## config.mk

```make
export PLATFORM = sky130hd
export DESIGN_NAME = mps_spi_master
export DESIGN_NICKNAME = d
export VERILOG_FILES = /design/src/rtl/mps_spi_master.sv
export SDC_FILE = /design/constraint.sdc
export NUM_CORES = 1
export LEC_CHECK = 0
export ABC_AREA = 1
export BUFFER_PORTS_ARGS = -buffer_cell sky130_fd_sc_hd__buf_2
export CAP_MARGIN = 20
export CORE_ASPECT_RATIO = 0.9
export CORE_MARGIN = 8
export CORE_UTILIZATION = 50
export CTS_BUF_LIST = sky130_fd_sc_hd__clkbuf_2
export DETAILED_ROUTE_END_ITERATION = 7
export MAX_ROUTING_LAYER = met4
export PLACE_DENSITY = 0.77
export SLEW_MARGIN = 20
export SYNTH_ARGS = -nofsm -noshare
export SYNTH_HDL_FRONTEND = slang
export SYNTH_SLANG_ARGS = --single-unit
```

## constraint.sdc

```tcl
create_clock -name clk1 -period 1.61 [get_ports clk1]
set_input_delay 0.0805 -clock clk1 [delete_from_list [all_inputs] [get_ports clk1]]
set_output_delay 0.0805 -clock clk1 [all_outputs]
set_load 0.05 [all_outputs]
```

## src/rtl/mps_spi_master.sv

```systemverilog
// mps_spi_master: byte-parallel SPI initiator, one command beat then len data beats, SCLK divided from clk1
module mps_spi_master #(
  parameter int CLK_DIV   = 4,
  parameter int SETUP_CYC = 2,
  parameter int IDLE_CYC  = 2,
  parameter int LEN_W     = 4
) (
  input  logic             clk1,
  input  logic             sys_reset,
  input  logic             start_valid,
  output logic             start_ready,
  input  logic [7:0]       cmd,
  input  logic [LEN_W-1:0] len,
  input  logic [7:0]       wdata,
  input  logic             wdata_valid,
  output logic             wdata_ready,
  output logic [7:0]       rdata,
  output logic             rdata_valid,
  output logic             busy,
  output logic             SS,
  output logic             SCLK,
  output logic [7:0]       MOSI,
  input  logic [7:0]       MISO
);
  typedef enum logic [2:0] {IDLE, SETUP, HIGH, LOW, WAIT, HOLD, GAP} state_t;
  state_t state, state_n;
  logic [15:0] cnt, cnt_n;
  logic [LEN_W-1:0] rem, rem_n;
  logic ss_n, sclk_n, rv_n, wr_n, busy_n, sr_n;
  logic [7:0] mosi_n, rdata_n;
  always_ff @(posedge clk1) begin
    if (sys_reset) begin
      state       <= IDLE;
      cnt         <= '0;
      rem         <= '0;
      SS          <= 1'b1;
      SCLK        <= 1'b0;
      MOSI        <= '0;
      rdata       <= '0;
      rdata_valid <= 1'b0;
      wdata_ready <= 1'b0;
      busy        <= 1'b0;
      start_ready <= 1'b1;
    end else begin
      state       <= state_n;
      cnt         <= cnt_n;
      rem         <= rem_n;
      SS          <= ss_n;
      SCLK        <= sclk_n;
      MOSI        <= mosi_n;
      rdata       <= rdata_n;
      rdata_valid <= rv_n;
      wdata_ready <= wr_n;
      busy        <= busy_n;
      start_ready <= sr_n;
    end
  end
  always_comb begin
    state_n = state;
    cnt_n   = cnt + 16'd1;
    rem_n   = rem;
    ss_n    = SS;
    sclk_n  = SCLK;
    mosi_n  = MOSI;
    rdata_n = rdata;
    rv_n    = 1'b0;
    wr_n    = 1'b0;
    busy_n  = busy;
    sr_n    = start_ready;
    case (state)
      IDLE: if (start_valid) begin
        state_n = SETUP;
        cnt_n   = '0;
        rem_n   = len;
        ss_n    = 1'b0;
        mosi_n  = cmd;
        busy_n  = 1'b1;
        sr_n    = 1'b0;
      end
      SETUP: if (cnt == 16'(SETUP_CYC - 1)) begin
        state_n = HIGH;
        cnt_n   = '0;
        sclk_n  = 1'b1;
      end
      HIGH: if (cnt == 16'(CLK_DIV - 1)) begin
        cnt_n   = '0;
        sclk_n  = 1'b0;
        state_n = (rem == '0) ? HOLD : (wdata_valid ? LOW : WAIT);
        if (rem != '0 && wdata_valid) begin
          mosi_n = wdata;
          wr_n   = 1'b1;
          rem_n  = rem - LEN_W'(1);
        end
      end
      WAIT: if (wdata_valid) begin
        state_n = LOW;
        cnt_n   = '0;
        mosi_n  = wdata;
        wr_n    = 1'b1;
        rem_n   = rem - LEN_W'(1);
      end
      LOW: if (cnt == 16'(CLK_DIV - 1)) begin
        state_n = HIGH;
        cnt_n   = '0;
        sclk_n  = 1'b1;
        rdata_n = MISO;
        rv_n    = 1'b1;
      end
      HOLD: if (cnt == 16'(SETUP_CYC - 1)) begin
        state_n = GAP;
        cnt_n   = '0;
        ss_n    = 1'b1;
      end
      GAP: if (cnt == 16'(IDLE_CYC - 1)) begin
        state_n = IDLE;
        cnt_n   = '0;
        busy_n  = 1'b0;
        sr_n    = 1'b1;
      end
      default: state_n = IDLE;
    endcase
  end
endmodule

```

=== Word-level counts from Yosys, hierarchy flattened ===
Index checks and enable logic that the tools add are counted.

* Flip-flop bits (word level): 45
* Output and inout bits: 22

* Equality and inequality tests: 16
* Muxes and demuxes: 40
* Bitwise gates (word level): 1
* $add $sub $neg: 2
* Reductions and logical operators: 17

{| class="wikitable"
|+ Operators by type and width
! kind !! count
|-
| 2-to-1 mux 16 bit || 4
|-
| one-hot mux 16 bit (4 select lines) || 1
|-
| 2-to-1 mux 8 bit || 4
|-
| 2-to-1 mux 3 bit || 9
|-
| one-hot mux 8 bit (3 select lines) || 1
|-
| one-hot mux 3 bit (7 select lines) || 1
|-
| adder 16 x 1 -> 16 bit, second input constant || 1
|-
| == test 16 x 1 -> 1 bit, second input constant || 1
|-
| == test 16 x 2 -> 1 bit, second input constant || 1
|-
| 2-to-1 mux 4 bit || 4
|-
| != test 2 bit, second input constant || 8
|-
| one-hot mux 4 bit (3 select lines) || 1
|-
| 2-to-1 mux 1 bit || 10
|-
| == test 3 bit, second input constant || 3
|-
| one-hot mux 1 bit (2 select lines) || 4
|-
| AND reduction 7 bit || 1
|-
| == test 3 x 2 -> 1 bit, second input constant || 2
|-
| AND reduction 3 bit || 2
|-
| nonzero test 3 bit || 2
|-
| AND reduction 5 bit || 1
|-
| zero test 4 bit || 1
|-
| AND reduction 4 bit || 1
|-
| nonzero test 2 bit || 2
|-
| nonzero test 4 bit || 1
|-
| other kinds (9) || 10
|}

=== Longest topological paths before layout ===
* Depth in word-level cells: 5
* Gate-level depth with buffers: 12
* Gate-level depth less buffers: 11

=== Least setup slack after synthesis ===
Ideal clock, no wire load.

* Kind: register -> register
* From: register rem[0]
* To: register rem[3]
* Cell stages (with the launch flop): 12
* Library setup time: 0.113 ns
* Arrival time: 1.384 ns
* Setup slack: 0.113 ns
* Period minus slack after synthesis: 1.497 ns
* Cells stage by stage: dfxtp_1 inv_1 ha_1 inv_1 nor2_1 nand2_1 a21oi_1 nor2_1 nand4_4 buf_6 nor2_1 nor2_1

* Word-level cells in the longest chain between the ends: 4
* Elaborated cells between the ends (all ways): 9
* Classes of those cells: 1 x add/sub; 1 x eq/ne; 4 x mux; 3 x reduce/logical

{| class="wikitable"
|+ RTL lines
! element !! line !! source
|-
| from (decl) || 28 || <nowiki>logic [LEN_W-1:0] rem, rem_n;</nowiki>
|-
| from (signal assigned) || 47 || <nowiki>rem <= rem_n;</nowiki>
|-
| subtractor 4 x 1 -> 4 bit or nonzero test 4 bit (tied branches) || 92, 100, 89 ||
|-
| 2-to-1 mux 4 bit or logical AND 1 bit (tied branches) || 89 || <nowiki>if (rem != '0 && wdata_valid) begin</nowiki>
|-
| 2-to-1 mux 4 bit or != test 2 bit (tied branches) || - ||
|-
| one-hot mux 4 bit (3 select lines) or AND reduction 5 bit (tied branches) || - ||
|}

Parallel ways exist; a longest one is shown, timed or not. The select of a mux whose other input is x is not followed.
A chain may end at the register's enable or synchronous reset.

=== Final worst setup path ===
* From: register rem[1]
* To: register MOSI[6]

* Word-level cells in the longest chain between the ends: 4

{| class="wikitable"
|+ RTL lines
! element !! line !! source
|-
| nonzero test 4 bit || 89 ||
|-
| logical AND 1 bit || 89 ||
|-
| != test 2 bit (no line) || - ||
|-
| AND reduction 5 bit (no line) || - ||
|-
| to (signal assigned) || 50 || <nowiki>MOSI <= mosi_n;</nowiki>
|-
| to (decl) || 22 || <nowiki>output logic [7:0] MOSI,</nowiki>
|}

Every way passes these cells.

==> summary.txt <==
gr busiest metal = met2
hpwl dp = 4.12 mm
Synth async-reset ratio = 0
Max H-tree Level = 2
status = complete, but fails checks
failing checks = negative setup slack
Slew Viols, Final = 0
CTS Buffer Depth = 2
r2r setup slk = -0.07 ns
Yosys cell types = 31
final worst slack = -0.0690 ns
CP max FO = 6
core area = 4460 um2
crit path buf inv count = 3
most frequent cell after synthesis = nand2_1
CTS root buf = clkbuf_2
worst min path class = in -> reg
placed insts = 469
top cell type's share of synthesized area = 0.390
clock slew seen by the registers of the worst setup and hold paths = 0.25 ns
met2 Usage GRT = 0.366
Crit path top cell by count = nand2_2
Finished Layout Cells = 525
CP Capture Type = register
Die Span X = 87.7 um
YS warnings = 0
Seq/Total Area, Yosys = 0.390
Site Rows = 23
initial DRC count = 271
Die Height = 80.5 um
fin nets = 498
Total Die Area = 7060 um2
cell family with most CP delay = simple AND/OR/NAND/NOR gates
grt total ovfl = 0
Area growth syn-to-layout = 51.4%
Max Fclk = 0.596 GHz
CP max stage cell = dfxtp_2
main area contributors after synthesis = dfxtp_1, nand2_1, nor2_1, a21oi_1, nand3_1
clk_lat worst skew = 0.46 ns
Fin. Hold Viols = 0
Slowest Stage Delay on Critical Path = 0.40 ns
largest net degree at the start of global routing = 15
TritonCTS clock tree = built
Startpoint Class = register
Worst slew margin = 0.656
synthesized flop and latch total = 45
Leak = 1.65 nW
VDD IR max = 1.30 mV
via count = 2919
Avg Inst Size Synth = 6.64 um2
number of flops mapped to enable cells by yosys = 0
DR pass1 iterations = 5
Power per Cell Area = 1640 nW/um2
critical path, cell by cell = inv_2 > ha_4 > inv_4 > nor2_4 > nand2_2 > a21oi_4 > nor2_2 > buf_6 > nand4_4 > nand2_2 > nand2_2 > nor2_2
gpl congestion = 0.969
DRC violations left = 0
GRT Overall Usage = 0.222
Tcrit/Tclk final = 1.04
first-pass GRT wire length = 12.1 mm
layout cells sized above 1 = 0.356
clk sink count = 45
Max-Cap Viols = 0
met1 global-route usage = 0.233
Post-Place Worst Slack = -0.145 ns
RSZ-0062 raised after global routing = true
vias in the first global route = 2671
initial core utilization = 0.518
kind of critical path = reg -> reg
top cells by count, synth = nand2_1, nor2_1, dfxtp_1
final setup violation count = 13
Cells after Synth = 348
Post-Syn Area = 2310 um2
wire per inst = 16.2 um
drt via density = 5.56
Yosys top cell by area = dfxtp_1
Tmin final = 1.68 ns
Diodes inserted = 0
Syn Nets = 383
number of buffers created by CTS = 5
critical path arrival = 2.07 ns
Least-Margin Pin Slew = 0.516 ns
Setup Skew = 0.0349 ns
antenna violations before repair = 0
worst path required time = 2.00 ns
Routed WL = 8.52 mm
Routed Antenna Nets = 0
Primary FF master, synth = dfxtp_1
I/O Buffers = 53
met3 global-route usage = 0.0642
I/O pin total = 54
[area by class of cell]
cell class / instances / area [um2]
Inverter: 33 / 129
Sequential cell: 45 / 922
Fill cell: 265 / 962
Tap cell: 62 / 77.6
Clock inverter: 2 / 35.0
Multi-Input combinational cell: 265 / 1490
Clock buffer: 5 / 25.0
Timing Repair Buffer: 113 / 817
[cells by family (layout without fill, tap and decap cells)]
logic type | count (synthesis) | in the layout | share of synthesized area
adders and majority gates | 3 | 3 | 0.0162
xor gates and xnor gates | 5 | 5 | 0.0190
and+or+nand+nor | 222 | 225 | 0.420
AOI/OAI and AO/OA | 32 | 32 | 0.0742
DFF | 45 | 45 | 0.390
buffers and inverters | 41 | 153 | 0.0807
[worst register-to-register path, cell delays in order, from the launching register on]
cell,delay [ns]
dfxtp_2,0.40
inv_2,0.06
ha_4,0.17
inv_4,0.05
nor2_4,0.03
nand2_2,0.11
a21oi_4,0.08
nor2_2,0.12
buf_6,0.16
nand4_4,0.16
nand2_2,0.13
nand2_2,0.06
nor2_2,0.09
[flip-flops by register name, summed over array words and instances (netlist names)]
name         cells
rdata_valid      1
wdata_ready      1
busy             1
SS               1
rdata            8
start_ready      1
rem              4
cnt             16
SCLK             1
MOSI             8
state            3
[metrics by stage]
stage / instance area [um2] / hold WS, ns / util / total power, mW / TNS (ns)
2_1_floorplan: 2310 / 0.150 / - / 3.40 / 0
3_5_place_dp: 2700 / 0.357 / 0.604 / 3.80 / -1.46
3_3_place_gp: 2700 / 0.351 / 0.604 / 3.73 / -0.422
4_1_cts: 3250 / 0.437 / 0.728 / 4.93 / 0
6_report: 3500 / 0.430 / 0.784 / 5.75 / -0.288
5_1_grt: 3500 / 0.406 / 0.784 / 6.03 / -2.06
[timing repair]
action                     in CTS  in global routing
hold buffers                   31                  0
hold endpoints to repair       23                  0
resized for setup              17                 62
gates cloned                    3                  0
setup endpoints to repair      20                 37
pin swaps                       8                 21
setup buffers                   9                  6
[cells in the final DEF, fill, tap and decap left out, drive strengths merged, types with 2 or more instances in the layout]
master and count:
a21oi 21, a31oi 2, buf 82, clkbuf 5, clkinv 2, dfxtp 45, dlygate4sd3 31, ha 3
inv 32, nand2 113, nand3 22, nand4 6, nor2 69, nor3 10, nor3b 3, o21ai 6
xnor2 2, xor2 3
[worst paths after layout]
kind / start / endpoint / cells past startpoint
worst max-delay path: rem[1] / MOSI[6] / 12
worst min-delay path: MISO[1] / rdata[1] / 4
worst max register to register: rem[1] / MOSI[6] / 12
worst min register to register: rdata[1] / rdata[1] / 2
[where the power goes]
group	internal [mW]	total (mW)	switching, mW
Clock	0.252	0.634	0.382
Combinational	1.23	3.57	2.34
Sequential	1.35	1.55	0.193
[routing by layer]
metal	share of wire	routed length, um
met4	0.065	557
met2	0.49	4190
met5	0	0
met3	0.094	803
met1	0.35	2970
Power figures use the tool's default switching activity.
